`config.mk`:
```
export PLATFORM = sky130hd
export DESIGN_NAME = keypad_scanner
export DESIGN_NICKNAME = d
export VERILOG_FILES = /design/src/rtl/keypad_scanner.sv
export SDC_FILE = /design/constraint.sdc
export NUM_CORES = 1
export LEC_CHECK = 0
export ABC_AREA = 1
export ABC_CLOCK_PERIOD_IN_PS = 2320
export CORE_ASPECT_RATIO = 0.9
export CORE_MARGIN = 3
export CORE_UTILIZATION = 45
export CTS_BUF_LIST = sky130_fd_sc_hd__clkbuf_8
export DETAILED_ROUTE_END_ITERATION = 8
export SYNTH_ARGS = -nofsm -noshare
export SYNTH_HDL_FRONTEND = slang
export SYNTH_SLANG_ARGS = --single-unit
```
`constraint.sdc`:
```
create_clock -name clock -period 2.32 [get_ports clock]
set_input_delay 0.464 -clock clock [delete_from_list [all_inputs] [get_ports clock]]
set_output_delay 0.464 -clock clock [all_outputs]
set_load 0.01 [all_outputs]
```
`src/rtl/keypad_scanner.sv`:
```
// Matrix keypad scanner: column drive, frame debounce, press/release events.
// Optional auto-repeat of a held key is built when KEYPAD_REPEAT_EN is defined.
module keypad_scanner #(
    parameter int ROWS         = 4,
    parameter int COLS         = 4,
    parameter int SCAN_DIV     = 8192,
    parameter int DEBOUNCE     = 3,
    parameter int REPEAT_DELAY = 32,
    parameter int REPEAT_RATE  = 8,
    localparam int CODE_W      = (ROWS * COLS > 1) ? $clog2(ROWS * COLS) : 1
) (
    input  logic              clock,
    input  logic              reset_n,
    input  logic [ROWS-1:0]   rows,
    output logic [COLS-1:0]   columns,
    output logic              evt_valid,
    output logic              evt_press,
    output logic              evt_repeat,
    output logic [CODE_W-1:0] evt_code,
    output logic              key_down,
    output logic [CODE_W-1:0] key_code
);

    localparam int COL_W = (COLS > 1) ? $clog2(COLS) : 1;
    localparam int ROW_W = (ROWS > 1) ? $clog2(ROWS) : 1;
    localparam int DIV_W = $clog2(SCAN_DIV);
    localparam int CNT_W = $clog2(DEBOUNCE + 1);

    typedef enum logic [1:0] {
        R_NONE   = 2'd0,
        R_SINGLE = 2'd1,
        R_MULTI  = 2'd2
    } res_t;

    typedef enum logic {
        EV_IDLE,
        EV_PEND
    } ev_state_t;

    logic [1:0]        rst_q;
    logic              rst_i;
    logic [ROWS-1:0]   rows_m;
    logic [ROWS-1:0]   rows_s;
    logic [DIV_W-1:0]  div;
    logic [COL_W-1:0]  col;
    logic              tick;
    logic              frame_end;

    logic [1:0]        slot_n;
    logic [ROW_W-1:0]  slot_row;
    logic [CODE_W-1:0] slot_code;

    res_t              acc_kind;
    logic [CODE_W-1:0] acc_code;
    res_t              frm_kind;
    logic [CODE_W-1:0] frm_code;
    res_t              prv_kind;
    logic [CODE_W-1:0] prv_code;
    logic [CNT_W-1:0]  cnt;
    logic [CNT_W-1:0]  cnt_n;
    logic              same;
    logic              commit;

    ev_state_t         ev_state;
    ev_state_t         ev_next;
    logic [CODE_W-1:0] pend_code;
    logic [CODE_W-1:0] pend_n;
    res_t              com_kind;
    res_t              com_kind_n;
    logic [CODE_W-1:0] com_code;
    logic [CODE_W-1:0] com_code_n;
    logic              valid_n;
    logic              press_n;
    logic [CODE_W-1:0] ecode_n;
    logic              kd_n;
    logic [CODE_W-1:0] kc_n;

    // Reset asserts asynchronously, releases two clocks later.
    always_ff @(posedge clock or negedge reset_n) begin
        if (!reset_n) rst_q <= '0;
        else          rst_q <= {rst_q[0], 1'b1};
    end

    assign rst_i = rst_q[1];

    always_ff @(posedge clock or negedge rst_i) begin
        if (!rst_i) begin
            rows_m <= '1;
            rows_s <= '1;
        end else begin
            rows_m <= rows;
            rows_s <= rows_m;
        end
    end

    assign tick      = (div == DIV_W'(SCAN_DIV - 1));
    assign frame_end = tick && (col == COL_W'(COLS - 1));
    assign columns   = ~(COLS'(1) << col);

    always_comb begin
        slot_n   = 2'd0;
        slot_row = '0;
        for (int r = 0; r < ROWS; r++) begin
            if (!rows_s[r]) begin
                if (slot_n == 2'd0) slot_row = ROW_W'(r);
                slot_n = (slot_n == 2'd0) ? 2'd1 : 2'd2;
            end
        end
    end

    assign slot_code = CODE_W'(int'(col) * ROWS + int'(slot_row));

    // Fold this slot into the frame result; code stays 0 unless SINGLE.
    always_comb begin
        frm_kind = acc_kind;
        frm_code = acc_code;
        if (slot_n == 2'd2 || (slot_n == 2'd1 && acc_kind != R_NONE)) begin
            frm_kind = R_MULTI;
            frm_code = '0;
        end else if (slot_n == 2'd1) begin
            frm_kind = R_SINGLE;
            frm_code = slot_code;
        end
    end

    assign same   = (frm_kind == prv_kind) && (frm_code == prv_code);
    assign cnt_n  = !same ? CNT_W'(1)
                  : (cnt == CNT_W'(DEBOUNCE)) ? cnt : cnt + 1'b1;
    assign commit = frame_end && (cnt_n == CNT_W'(DEBOUNCE))
                  && (frm_kind != com_kind || frm_code != com_code);

    always_ff @(posedge clock or negedge rst_i) begin
        if (!rst_i) begin
            div      <= '0;
            col      <= '0;
            acc_kind <= R_NONE;
            acc_code <= '0;
            prv_kind <= R_NONE;
            prv_code <= '0;
            cnt      <= '0;
        end else begin
            div <= tick ? '0 : div + 1'b1;
            if (tick) begin
                col <= (col == COL_W'(COLS - 1)) ? '0 : col + 1'b1;
                if (frame_end) begin
                    acc_kind <= R_NONE;
                    acc_code <= '0;
                    prv_kind <= frm_kind;
                    prv_code <= frm_code;
                    cnt      <= cnt_n;
                end else begin
                    acc_kind <= frm_kind;
                    acc_code <= frm_code;
                end
            end
        end
    end

`ifdef KEYPAD_REPEAT_EN
    localparam int REP_W = $clog2(REPEAT_DELAY + 1) + 1;

    logic             rep_q;
    logic             rep_n;
    logic [REP_W-1:0] rep_cnt;
    logic [REP_W-1:0] rcnt_n;
`endif

    always_comb begin
        ev_next    = EV_IDLE;
        pend_n     = pend_code;
        com_kind_n = com_kind;
        com_code_n = com_code;
        valid_n    = 1'b0;
        press_n    = evt_press;
        ecode_n    = evt_code;
        kd_n       = key_down;
        kc_n       = key_code;
`ifdef KEYPAD_REPEAT_EN
        rep_n      = rep_q;
        rcnt_n     = rep_cnt;
`endif
        unique case (ev_state)
            EV_PEND: begin
                valid_n = 1'b1;
                press_n = 1'b1;
                ecode_n = pend_code;
                kd_n    = 1'b1;
                kc_n    = pend_code;
`ifdef KEYPAD_REPEAT_EN
                rep_n   = 1'b0;
`endif
            end
            default: ;
        endcase
        if (commit) begin
            com_kind_n = frm_kind;
            com_code_n = frm_code;
`ifdef KEYPAD_REPEAT_EN
            rcnt_n     = '0;
            rep_n      = 1'b0;
`endif
            case (com_kind)
                // A key-to-key change releases now and presses next cycle.
                R_SINGLE: begin
                    valid_n = 1'b1;
                    press_n = 1'b0;
                    ecode_n = com_code;
                    kd_n    = 1'b0;
                    kc_n    = '0;
                    if (frm_kind == R_SINGLE) begin
                        ev_next = EV_PEND;
                        pend_n  = frm_code;
                    end
                end
                default: begin
                    if (frm_kind == R_SINGLE) begin
                        valid_n = 1'b1;
                        press_n = 1'b1;
                        ecode_n = frm_code;
                        kd_n    = 1'b1;
                        kc_n    = frm_code;
                    end
                end
            endcase
        end
`ifdef KEYPAD_REPEAT_EN
        else if (frame_end && com_kind == R_SINGLE) begin
            if (rep_cnt + 1'b1 == REP_W'(REPEAT_DELAY)) begin
                valid_n = 1'b1;
                press_n = 1'b1;
                rep_n   = 1'b1;
                ecode_n = com_code;
                rcnt_n  = REP_W'(REPEAT_DELAY - REPEAT_RATE);
            end else begin
                rcnt_n  = rep_cnt + 1'b1;
            end
        end
`endif
    end

    always_ff @(posedge clock or negedge rst_i) begin
        if (!rst_i) begin
            ev_state  <= EV_IDLE;
            pend_code <= '0;
            com_kind  <= R_NONE;
            com_code  <= '0;
            evt_valid <= 1'b0;
            evt_press <= 1'b0;
            evt_code  <= '0;
            key_down  <= 1'b0;
            key_code  <= '0;
        end else begin
            ev_state  <= ev_next;
            pend_code <= pend_n;
            com_kind  <= com_kind_n;
            com_code  <= com_code_n;
            evt_valid <= valid_n;
            evt_press <= press_n;
            evt_code  <= ecode_n;
            key_down  <= kd_n;
            key_code  <= kc_n;
        end
    end

`ifdef KEYPAD_REPEAT_EN
    always_ff @(posedge clock or negedge rst_i) begin
        if (!rst_i) begin
            rep_q   <= 1'b0;
            rep_cnt <= '0;
        end else begin
            rep_q   <= rep_n;
            rep_cnt <= rcnt_n;
        end
    end

    assign evt_repeat = rep_q;
`else
    assign evt_repeat = 1'b0;
`endif

endmodule
```
==> flow_summary_export.csv, run 1 <==
group,metric,value,unit
sta,worst_clock_skew,13.1,ps
sta,finalCriticalPeriod,2730,ps
yosys,synth_edf_count,0,
pwr,seqPwrFrac,46.1,%
sta,grt_setup_unrepaired,"yes",
clock_network,cts_made_buffers,9,
yosys,post_synth_instance_area,3310,sq um
global_routing,grt_first_pass_wirelength,13300,um
setup_path,cp_cell_sequence,"inv_2 > ha_4 > inv_2 > nand2_2 > nand3_4 > buf_6 > nand2_4 > nand2_4 > buf_6 > nor2_4 > buf_6 > xnor2_2 > nand2_1 > nor2_2 > nand3_2 > nor2_4 > nand3_4 > buf_4 > inv_1",
yosys,ys_top_cells_by_count,"sky130_fd_sc_hd__nand2_1 (132), sky130_fd_sc_hd__dfrtp_1 (53), sky130_fd_sc_hd__inv_1 (52), sky130_fd_sc_hd__nand3_1 (24), sky130_fd_sc_hd__nor2_1 (22)",
flow_run,timing.max_cap.violations,0,
setup_path,critPathBufInv,7,
placed_design,pre_cts_slack,-373,ps
yosys,synth.net_count,424,
setup_path,critPathMaxStageDelay,550,ps
global_routing,grt_antenna_before_repair,0,
pwr,power,2.36,mW
route,antenna_violating_nets_post_route,0,
pwr,p_per_area,498,nW/um^2
setup_path,crit_path_required_time,2600,ps
sta,fin_crit_sh,118,%
sta,timing_hold_violations_final,0,
sta,timing.final.max_slew_violations,0,
global_routing,first_global_vias,2917,
placed_design,dpl.cell_count,569,
pwr,vdd.ir_drop.worst,0.511,mV
setup_path,cp_common_cell,"sky130_fd_sc_hd__buf_6",
floorplanning,top_level_i_o_count,22,
finish,fin_nets,522,
setup_path,critical_path.top_delay_family,"simple AND/OR/NAND/NOR gates",
clock_network,cts-htree-levels,3,
route,drt_total_wl,7950,um
setup_path,worstReg2RegEnd,"ev_state",
clock_network,cts_sinks,61,
placed_design,placement.cell_area,4040,sq um
sta,fmax,0.367,GHz
worst_hold_path,hold_path.class,"reg -> async",
sta,layout_setup_ws,-408,ps
global_routing,grtUsageTotal,20.4,%
setup_path,number_of_cells_traversed_by_the_worst_register_to_register_path,19,
finish,insertedDiodeCount,0,
global_routing,grt_start_max_net_pins,50,
yosys,asyncSetResetFlopFracSynth,100,%
yosys,seq_area_frac_synth,46.4,%
setup_path,regToRegSetupSlack,-410,ps
clock_network,tritoncts_clock_tree,"yes",
sta,setup_viol_count_final,24,
pwr,comb_power_share,13.4,%
yosys,yosys-top-cells-area,"sky130_fd_sc_hd__dfrtp_1 (40%), sky130_fd_sc_hd__nand2_1 (15%), sky130_fd_sc_hd__dfstp_2 (6.3%)",
global_routing,globalRouteOverflowTotal,0,
finish,flow.area_growth_from_synthesis,43.0,%
finish,instances_no_fill,605,
pwr,power.clock.fraction,40.5,%
floorplanning,rows,29,
floorplanning,die_h,87.4,um
clock_network,cts_root_buffer,"sky130_fd_sc_hd__clkbuf_8",
yosys,ys_ff_latch,61,
yosys,synth_top_area_share,40.1,%
setup_path,cp_num_cells,19,
placed_design,port-buffer-count,20,
route,wl_per_cell,13.1,um
clock_network,cts.hold.buffers_added,0,
setup_path,cp.arrival,3010,ps
pwr,power.leakage,2.32,nW
finish,final_core_util,66.6,%
run_status,failed_checks,"setup timing",
clock_network,clkLatencyLatePin,340,ps
finish,finish.instance_area,4740,sq um
finish,layout-drive-gt1-share,38.3,%
setup_path,worstSetupEndpointType,"flip-flop",
yosys,ys.warnings.count,0,
sta,setup_total_negative_slack,-7640,ps
route,vias,2956,
yosys,synth.distinct_cells,38,
sta,whs,134,ps
setup_path,critical_path_peak_fanout,5,
placed_design,final_gp_congestion,0.861,
route,vias_per_cell,4.89,
yosys,netlist_instances,409,
clock_network,clock_path_buffers,2,
pwr,power_switching,0.629,mW
pwr,switching_share,26.7,%
setup_path,start_kind,"flip-flop",
yosys,synth_most_common_cell,"sky130_fd_sc_hd__nand2_1",
route,detail_route.drc_violations,0,
run_status,outcome,"finished with violations",
route,drt_first_iter_violations,151,
setup_path,criticalPathCategory,"reg -> reg",
sta,tightestPinTransition,490,ps
floorplanning,coreArea,7110,sq um
placed_design,place.detailed.hpwl,5460,um
route,drt_pre_antenna_iters,4,
sta,max_slew_margin,67.0,%
pwr,intPower,1.73,mW
yosys,postSynth.topFlopCell,"sky130_fd_sc_hd__dfrtp_1",
clock_network,clk_pin_slew_worst_paths,70,ps
yosys,post_synth.cell_area_avg,8.09,sq um
yosys,yosysTopAreaCell,"sky130_fd_sc_hd__dfrtp_1",
setup_path,cp_slowest_cell,"sky130_fd_sc_hd__dfstp_2",
floorplanning,dieWidth,96.4,um
setup_path,reg_to_reg_start,"rows_s[0]",
floorplanning,initial_core_utilization,46.6,%
floorplanning,design.die.area,8420,sq um
-- registers in the layout, summed over array words and instances (netlist names), 2 cells and up --
| name | count |
|---|---|
| pend_code | 4 |
| acc_code | 4 |
| prv_kind | 2 |
| com_code | 4 |
| rows_m | 4 |
| evt_code | 4 |
| prv_code | 4 |
| acc_kind | 2 |
| com_kind | 2 |
| div | 13 |
| cnt | 2 |
| rst_q | 2 |
| key_code | 4 |
| col | 2 |
| rows_s | 4 |
-- timing repair --
action                                  CTS  global route
cloned                                    1             0
gates resized for setup                  48            48
pin swaps                                35            37
endpoints found under the setup margin   24            24
buffers inserted                         14             8
-- layout make-up --
cell class              count  area, sq um
repair buffers             94          867
flip-flops and latches     61         1540
inverters                  56          220
clock buffers               9          124
well taps                  93          116
clock inverters             7         75.1
multi-input cells         285         1800
fillers                   600         2380
-- cell families after synthesis --
group	count (synthesis)	share of synthesized area, %
AOI/OAI and AO/OA	48	8.58
buffers and inverters	63	7.94
other	2	0.227
and+or+nand+nor	219	31.6
xor gates and xnor gates	7	1.85
adders and majority gates	9	3.40
DFF	61	46.4
-- worst reg2reg max path, stage by stage, from the launching register on --
cell and delay (ps):
sky130_fd_sc_hd__dfstp_2 550, sky130_fd_sc_hd__inv_2 50, sky130_fd_sc_hd__ha_4 260, sky130_fd_sc_hd__inv_2 30
sky130_fd_sc_hd__nand2_2 60, sky130_fd_sc_hd__nand3_4 80, sky130_fd_sc_hd__buf_6 130, sky130_fd_sc_hd__nand2_4 70
sky130_fd_sc_hd__nand2_4 80, sky130_fd_sc_hd__buf_6 130, sky130_fd_sc_hd__nor2_4 140, sky130_fd_sc_hd__buf_6 130
sky130_fd_sc_hd__xnor2_2 100, sky130_fd_sc_hd__nand2_1 80, sky130_fd_sc_hd__nor2_2 100, sky130_fd_sc_hd__nand3_2 90
sky130_fd_sc_hd__nor2_4 220, sky130_fd_sc_hd__nand3_4 150, sky130_fd_sc_hd__buf_4 170, sky130_fd_sc_hd__inv_1 40
-- per-layer routing --
layer | global-route usage (%) | part of all wire (%)
met5 | 0 | 0
met4 | 5.10 | 1.6
met3 | 4.58 | 4.2
met2 | 32.2 | 47
met1 | 28.4 | 47
-- power by group through the flow --
stage               Sequential, mW  Clock (mW)  Combinational (mW)
CTS                           1.09       0.976               0.288
finish                        1.09       0.955               0.317
global placement              1.11           0               0.225
detailed placement            1.11           0               0.226
global route                  1.09        1.03               0.343
floorplan                     1.12           0               0.121
-- how the worst max path moves through the flow --
stage	start	end	slack [ps]
final	rows_s[0]	ev_state	-410
after global routing	rows_s[1]	pend_code[3]	-530
after CTS	rows_s[0]	pend_code[1]	-360
after detailed placement	rows_s[0]	com_code[3]	-370
after global placement	rows_s[0]	com_code[0]	-360
after floorplan	rows_s[0]	evt_press	-200
-- cell usage in the layout (no fill, tap or decap), types with 8 or more instances in the layout --
cell,instances
sky130_fd_sc_hd__nor2_1,18
sky130_fd_sc_hd__nand3_2,9
sky130_fd_sc_hd__clkbuf_8,9
sky130_fd_sc_hd__nand3_1,18
sky130_fd_sc_hd__dfrtp_1,52
sky130_fd_sc_hd__dfstp_2,8
sky130_fd_sc_hd__nor2_2,8
sky130_fd_sc_hd__nand2_2,30
sky130_fd_sc_hd__buf_4,55
sky130_fd_sc_hd__clkdlybuf4s50_1,20
sky130_fd_sc_hd__a21oi_1,16
sky130_fd_sc_hd__inv_1,48
sky130_fd_sc_hd__buf_6,15
sky130_fd_sc_hd__nand2_1,98
sky130_fd_sc_hd__o21ai_0,12
sky130_fd_sc_hd__o21ai_2,12
sky130_fd_sc_hd__nand2_4,12
Power figures use the tool's default switching activity.
==> run 2, diff against run 1 <==
--- a/config.mk
+++ b/config.mk
@@ -7,11 +7,15 @@
 export LEC_CHECK = 0
 export ABC_AREA = 1
 export ABC_CLOCK_PERIOD_IN_PS = 2320
+export CELL_PAD_IN_SITES_DETAIL_PLACEMENT = 1
+export CELL_PAD_IN_SITES_GLOBAL_PLACEMENT = 1
 export CORE_ASPECT_RATIO = 0.9
 export CORE_MARGIN = 3
 export CORE_UTILIZATION = 45
 export CTS_BUF_LIST = sky130_fd_sc_hd__clkbuf_8
 export DETAILED_ROUTE_END_ITERATION = 8
+export PLACE_DENSITY_LB_ADDON = 0.1
+export SKIP_LAST_GASP = 1
 export SYNTH_ARGS = -nofsm -noshare
 export SYNTH_HDL_FRONTEND = slang
 export SYNTH_SLANG_ARGS = --single-unit
==> run 2 against run 1 <==
Compared with the run above: the run still ends with setup timing left; maximum frequency decreased by 6.4%; critical path depth decreased by 2; final cell count down 1.2%; sequential share of layout area grew 0.26 points; final area down 0.79%; non-clock buffer count is 8 lower; sequential cell count is the same; clock power is 35% higher; sequential power about the same; setup slack worse by 190 ps; first-iteration DRC count is 7.3% higher.
==> flow_summary_export.csv, run 2 (synthesized netlist as in run 1, its figures left out) <==
group,metric,value,unit
route,vias_per_cell,5.34,
global_routing,globalRouteOverflowTotal,0,
route,drt_total_wl,12000,um
placed_design,place.detailed.hpwl,6750,um
setup_path,criticalPathCategory,"reg -> reg",
finish,layout.cells.most_common,"sky130_fd_sc_hd__nand2_1",
floorplanning,design.die.area,8420,sq um
global_routing,first_global_vias,3532,
finish,insertedDiodeCount,0,
finish,most-common-layout-cells,"sky130_fd_sc_hd__nand2_1 (107), sky130_fd_sc_hd__buf_4 (56), sky130_fd_sc_hd__dfrtp_1 (52), sky130_fd_sc_hd__inv_1 (46), sky130_fd_sc_hd__nand2_2 (22)",
clock_network,clk_pin_slew_worst_paths,80,ps
floorplanning,top_level_i_o_count,22,
finish,final_core_util,66.1,%
floorplanning,rows,29,
route,detail_route.drc_violations,0,
sta,setup_viol_count_final,24,
worst_hold_path,hold_path.class,"reg -> async",
placed_design,port-buffer-count,20,
clock_network,cts_root_buffer,"sky130_fd_sc_hd__clkbuf_8",
placed_design,final_gp_congestion,0.829,
sta,fmax,0.343,GHz
route,drt_pre_antenna_iters,4,
setup_path,worstSetupEndpointType,"flip-flop",
sta,tightestPinTransition,533,ps
sta,worst_clock_skew,11.4,ps
route,antenna_violating_nets_post_route,0,
finish,finish.instance_area,4700,sq um
finish,flow.area_growth_from_synthesis,41.9,%
pwr,intPower,2.03,mW
sta,fin_crit_sh,126,%
floorplanning,dieWidth,96.4,um
finish,largest_register_ffs,13,
finish,fillCellCount,824,
setup_path,crit_path_required_time,2610,ps
floorplanning,initial_core_utilization,46.6,%
sta,max_slew_margin,64.4,%
clock_network,cts_sinks,61,
clock_network,clkLatencyLatePin,350,ps
pwr,seqPwrFrac,40.2,%
setup_path,start_kind,"flip-flop",
global_routing,grtUsageTotal,29.6,%
setup_path,cp.arrival,3200,ps
clock_network,cts.hold.buffers_added,0,
global_routing,grt_antenna_before_repair,0,
pwr,power.leakage,2.30,nW
pwr,comb_power_share,12.0,%
sta,layout_setup_ws,-594,ps
pwr,power_switching,0.669,mW
setup_path,critical_path_peak_fanout,8,
setup_path,cp_slowest_cell,"sky130_fd_sc_hd__dfstp_2",
route,vias,3196,
global_routing,grt_first_pass_wirelength,18400,um
run_status,failed_checks,"setup timing",
pwr,switching_share,24.7,%
run_status,outcome,"finished with violations",
sta,finalCriticalPeriod,2910,ps
sta,timing.final.max_slew_violations,0,
route,drt_first_iter_violations,162,
finish,fin_nets,515,
floorplanning,coreArea,7110,sq um
clock_network,cts-htree-levels,3,
global_routing,grt_start_max_net_pins,31,
route,wl_per_cell,20.1,um
flow_run,timing.max_cap.violations,0,
placed_design,placement.cell_area,4010,sq um
floorplanning,die_h,87.4,um
clock_network,tritoncts_clock_tree,"yes",
clock_network,clock_path_buffers,2,
finish,layout-drive-gt1-share,36.0,%
pwr,power.clock.fraction,47.8,%
finish,regMostFlops,"div",
sta,grt_setup_unrepaired,"yes",
sta,timing_hold_violations_final,0,
pwr,vdd.ir_drop.worst,0.417,mV
pwr,p_per_area,575,nW/um^2
clock_network,cts_made_buffers,9,
setup_path,cp_cell_sequence,"buf_4 > ha_2 > nand2_2 > o21ai_4 > nand3_4 > nand2_8 > nand2_8 > buf_6 > nor2_4 > xnor2_2 > nand2_1 > nor2_1 > nand3_2 > nor2_4 > buf_6 > nand3_1 > nand2_1",
setup_path,critPathMaxStageDelay,550,ps
run 2: cell types whose count changed in the layout (fill, tap and decap cells not counted), sizes merged:
| cell | before | now |
|---|---|---|
| bufinv | 1 | 4 |
| clkinvlp | 2 | 1 |
| clkbuf | 10 | 9 |
| inv | 58 | 57 |
| buf | 73 | 66 |
run 2: metrics by stage:
stage	hold slack (ps)	setup WS, ps	TNS (ps)	total power, mW	instances
floorplan	168	-204	-3000	1.24	409
global placement	104	-398	-6680	1.33	567
detailed placement	110	-567	-9070	1.34	567
CTS	117	-409	-8260	2.68	594
global route	123	-730	-15990	2.80	598
finish	111	-594	-12890	2.70	598
run 2: metal layers:
layer,up-vias,wire [um],GRT usage [%]
met5,-,0,0
met1,1591,5060,36.0
li1,1472,-,-
met2,91,5900,50.1
met3,42,523,7.95
met4,0,516,11.0
run 2: worst max-delay path, delay by kind of cell (launching register included):
kind / cells / cell delay, ps
adder cells (fa/ha/maj): 1 / 190
buffers and inverters: 3 / 470
AND/OR/NAND/NOR: 11 / 1350
XOR/XNOR: 1 / 150
AO/OA/AOI/OAI: 1 / 120
flip-flops: 1 / 550
run 2: final timing paths:
path	slack, ps	endpoint	startpoint	depth (start not counted)
max reg2reg	-590	pend_code[0]	rows_s[1]	17
max in group asynchronous	1520	rows_m[3]	rst_q[1]	1
max	-590	pend_code[0]	rows_s[1]	17
min	110	div[10]	rst_q[1]	0
min in group clock	340	rows_s[3]	rows_m[3]	0
min reg2reg	110	div[10]	rst_q[1]	0
run 2: area by class of cell:
cell class / instances / area [sq um] / area share [%]
well taps: 93 / 116 / 2.48
repair inverters: 1 / 6.26 / 0.133
repair buffers: 86 / 767 / 16.3
clock inverters: 7 / 145 / 3.09
flip-flops and latches: 61 / 1540 / 32.7
multi-input cells: 285 / 1780 / 38.0
clock buffers: 9 / 124 / 2.64
inverters: 56 / 218 / 4.63
run 2: power by group through the flow:
stage | registers (mW) | logic, mW | clock network, mW
floorplan | 1.12 | 0.121 | 0
global placement | 1.10 | 0.222 | 0
detailed placement | 1.11 | 0.230 | 0
CTS | 1.09 | 0.283 | 1.31
global route | 1.09 | 0.345 | 1.37
finish | 1.09 | 0.326 | 1.29
run 2: repair_timing:
action | 4_1_cts | 5_1_grt
pin swaps | 20 | 23
endpoints found under the setup margin | 24 | 28
cloned | 2 | 0
resized for setup | 47 | 28
buffers inserted | 10 | 6
==> edit 1: new RTL, config.mk and constraints of run 2 <==
The output `evt_valid` loses its register stage (`evt_valid` becomes a continuous assignment).
--- a/src/rtl/keypad_scanner.sv
+++ b/src/rtl/keypad_scanner.sv
@@ -245,5 +245,4 @@
             com_kind  <= R_NONE;
             com_code  <= '0;
-            evt_valid <= 1'b0;
             evt_press <= 1'b0;
             evt_code  <= '0;
@@ -255,5 +254,4 @@
             com_kind  <= com_kind_n;
             com_code  <= com_code_n;
-            evt_valid <= valid_n;
             evt_press <= press_n;
             evt_code  <= ecode_n;
@@ -263,4 +261,6 @@
     end
 
+    assign evt_valid = valid_n;
+
 `ifdef KEYPAD_REPEAT_EN
     always_ff @(posedge clock or negedge rst_i) begin
Behaviour: no difference found for any inputs over 10 cycles, from zero or initial values and one cycle with reset_n low; that may be too few to reach the edited logic, so the function may still have changed.
==> edit 1 against run 2 <==
- the run now fails in global routing
- area after synthesis fell by 0.76%
==> edit 1: results (changes against run 2) <==
Clocking
* number of CTS-inserted buffers: 9, unchanged
* CTS max path bufs: 2, unchanged
* number of clock sinks seen by CTS: 60, -1.6%
* H-tree level count: 3, unchanged
* root buffer cell: sky130_fd_sc_hd__clkbuf_8

Yosys
* leading cell types by count after synthesis: sky130_fd_sc_hd__nand2_1, sky130_fd_sc_hd__dfrtp_1, sky130_fd_sc_hd__inv_1
* share of flip-flops with an asynchronous set or reset after synthesis: 1.00, unchanged
* synth unique cells: 38, unchanged
* syn nets: 423, -0.24%
* share of synthesized area occupied by flip-flops and latches: 0.460, -0.00408
* yosys synthesis warning count: 0, unchanged
* prevailing post-synth register cell: sky130_fd_sc_hd__dfrtp_1
* biggest area contributors in the synthesized netlist: sky130_fd_sc_hd__dfrtp_1, sky130_fd_sc_hd__nand2_1, sky130_fd_sc_hd__dfstp_2, sky130_fd_sc_hd__inv_1, sky130_fd_sc_hd__nand3_1

Global routing
* largest net degree at the start of global routing: 44
* aggregate global routing overflow: 98
* number of antenna violations at the first check in global routing: 1
* total track usage: 0.708

Run status
* error that stopped the run: [ERROR GRT-0232] Routing congestion too high. Check the congestion heatmap in the GUI.
* failing step: global routing
* result of the run: aborted with a tool error

Place
* Worst Setup Slack post-DPL: -1060 ps, -494 ps
* half-perimeter wire length of the detailed placement result: 7.54 mm, +12%
* Buffers on Ports: 20, unchanged
* GPL Wtd Cong: 0.885, +6.7%

STA
* classification of the worst endpoint: top-level output
* critical endpoint after global-route timing repair: evt_valid

edit 1: cells by family after synthesis:
kind of cell	synth area share
xor+xnor	0.0187
other cells	0.00229
simple gates	0.318
compound gates	0.0864
fa+ha+maj	0.0343
flops	0.460
buf+inv	0.0800
edit 1: repair_timing:
action,CTS
gates resized for setup,56
pin swaps,26
hold endpoints to repair,0
setup endpoints to repair,24
buffers inserted,44
cloned,2
edit 1: stage by stage:
step                      instance area, sq um  TNS, ps  hold WS, ps  instances
after CTS                                 4890   -17730          200        642
after detailed placement                  4140   -12460          211        582
after global placement                    4140    -8940          199        582
after floorplan                           3320    -4180          168        408
edit 1: routing by layer:
metal  track usage  GRT overflow
met1         0.710             0
met4         0.784            46
met5        0.0192             0
met2         0.880            47
met3         0.509             5
==> edit 2: new RTL, settings of run 2 <==
Without the edit above. `SCAN_DIV`: 8192 -> 16384.
--- a/src/rtl/keypad_scanner.sv
+++ b/src/rtl/keypad_scanner.sv
@@ -4,5 +4,5 @@
     parameter int ROWS         = 4,
     parameter int COLS         = 4,
-    parameter int SCAN_DIV     = 8192,
+    parameter int SCAN_DIV     = 16384,
     parameter int DEBOUNCE     = 3,
     parameter int REPEAT_DELAY = 32,
Behaviour: same outputs for any inputs over 10 cycles, from zero or initial values and one cycle with reset_n low; that may be too few to reach the edited logic, so the function may still have changed.
==> edit 2 against run 2 <==
- the flow still finishes with violations (setup timing)
- critical endpoint is now pend_code[1]
- power down 15%
- sequential cell count increased by 1
- via count increased by 17%
- non-clock buffer count is 5 higher
- synthesized cell count up 0.98%
- core utilization grew 3.2 points
- worst setup slack lost 200 ps
- count of clock-buffer cells in the layout up 2
- critical path depth up 3
- area after synthesis down 1.7%
- wire length rose by 36%
- cell area grew 0.21%
- clock power decreased by 31%
- largest cell class unchanged
==> edit 2: results (changes against run 2) <==
Run status
* result of the run: finished, violations left
* violations in the final reports: setup timing

Yosys
* synth unique cells: 34, -11%
* syn nets: 428, +0.94%
* leading cell types by count after synthesis: sky130_fd_sc_hd__nand2_1, sky130_fd_sc_hd__inv_1, sky130_fd_sc_hd__dfrtp_1
* share of synthesized area occupied by flip-flops and latches: 0.480, +0.0155

Worst setup path
* number of cells on the worst reg-to-reg path: 20, +3
* endpoint arrival time on the critical path: 3340 ps, +140 ps
* start of the worst register-to-register path: rows_s[0]

Place
* placed cell area: 0.00401 sq mm, about the same
* half-perimeter wire length of the detailed placement result: 7.10 mm, +5.1%

STA
* minimum setup slack in the final design: -798 ps, -204 ps
* Rel. slew slack: 0.642, -0.00176
* Final setup viols: 27, +13%

Global routing
* largest net degree at the start of global routing: 30, -3.2%
* first-pass GRT wire length: 21.5 mm, +17%
* via count of the first global-routing pass: 3981, +13%

Final layout
* Largest register FFs: 14, +1
* share of post-route cells with drive strength above 1: 0.360, -0.000628
* final std cells w/o fill: 607, +1.5%
* final-stage net count: 527, +2.3%

Power and ir drop
* relative contribution of sequential cells to total power: 0.479, +0.077
* share of power burned in the clock network: 0.387, -0.091
* VDD IR-drop max: 349 uV, -16%

Route
* first-pass detailed-route iteration total: 5, +1
* vias per cell: 6.16, +15%

edit 2: metrics by stage:
| stage | hold WS [ps] | total power [W] | setup WS, ps | TNS (ps) |
|---|---|---|---|---|
| 6_report | 212 | 0.00231 | -798 | -16830 |
| 5_1_grt | 243 | 0.00236 | -888 | -20420 |
| 4_1_cts | 224 | 0.00223 | -447 | -9490 |
| 3_5_place_dp | 223 | 0.00134 | -542 | -10720 |
| 3_3_place_gp | 205 | 0.00133 | -423 | -8300 |
| 2_1_floorplan | 168 | 0.00124 | -65.8 | -1110 |
edit 2: layout make-up:
cell class | instances | area, sq um | share of cell area
sequential | 62 | 1560 | 0.332
inverter | 69 | 278 | 0.0590
clock inverter | 5 | 20.0 | 0.00425
clock buffer | 11 | 151 | 0.0322
tap | 90 | 113 | 0.0239
multi-input combinational | 279 | 1770 | 0.375
timing repair buffer | 91 | 817 | 0.174
edit 2: timing repair:
item,in CTS,in global routing
setup endpoints to repair,24,35
gates resized for setup,35,54
pin swaps,21,26
cloned,2,0
buffers inserted,15,8
edit 2: cell families (layout without fill, tap and decap cells):
group	count (synthesis)	after routing	synth area share
other	2	2	0.00231
buffers and inverters	74	176	0.0876
AO/OA/AOI/OAI	56	56	0.0934
AND/OR/NAND/NOR	204	206	0.286
adder cells (fa/ha/maj)	9	9	0.0346
flip-flops	62	62	0.480
XOR/XNOR	6	6	0.0161
edit 2: per-layer routing:
layer / vias up / global-route usage / routed length (um)
met5: - / 0 / 0
met4: 0 / 0.212 / 1180
met3: 117 / 0.0929 / 1230
met2: 264 / 0.597 / 7890
met1: 1869 / 0.398 / 6040
li1: 1490 / - / -
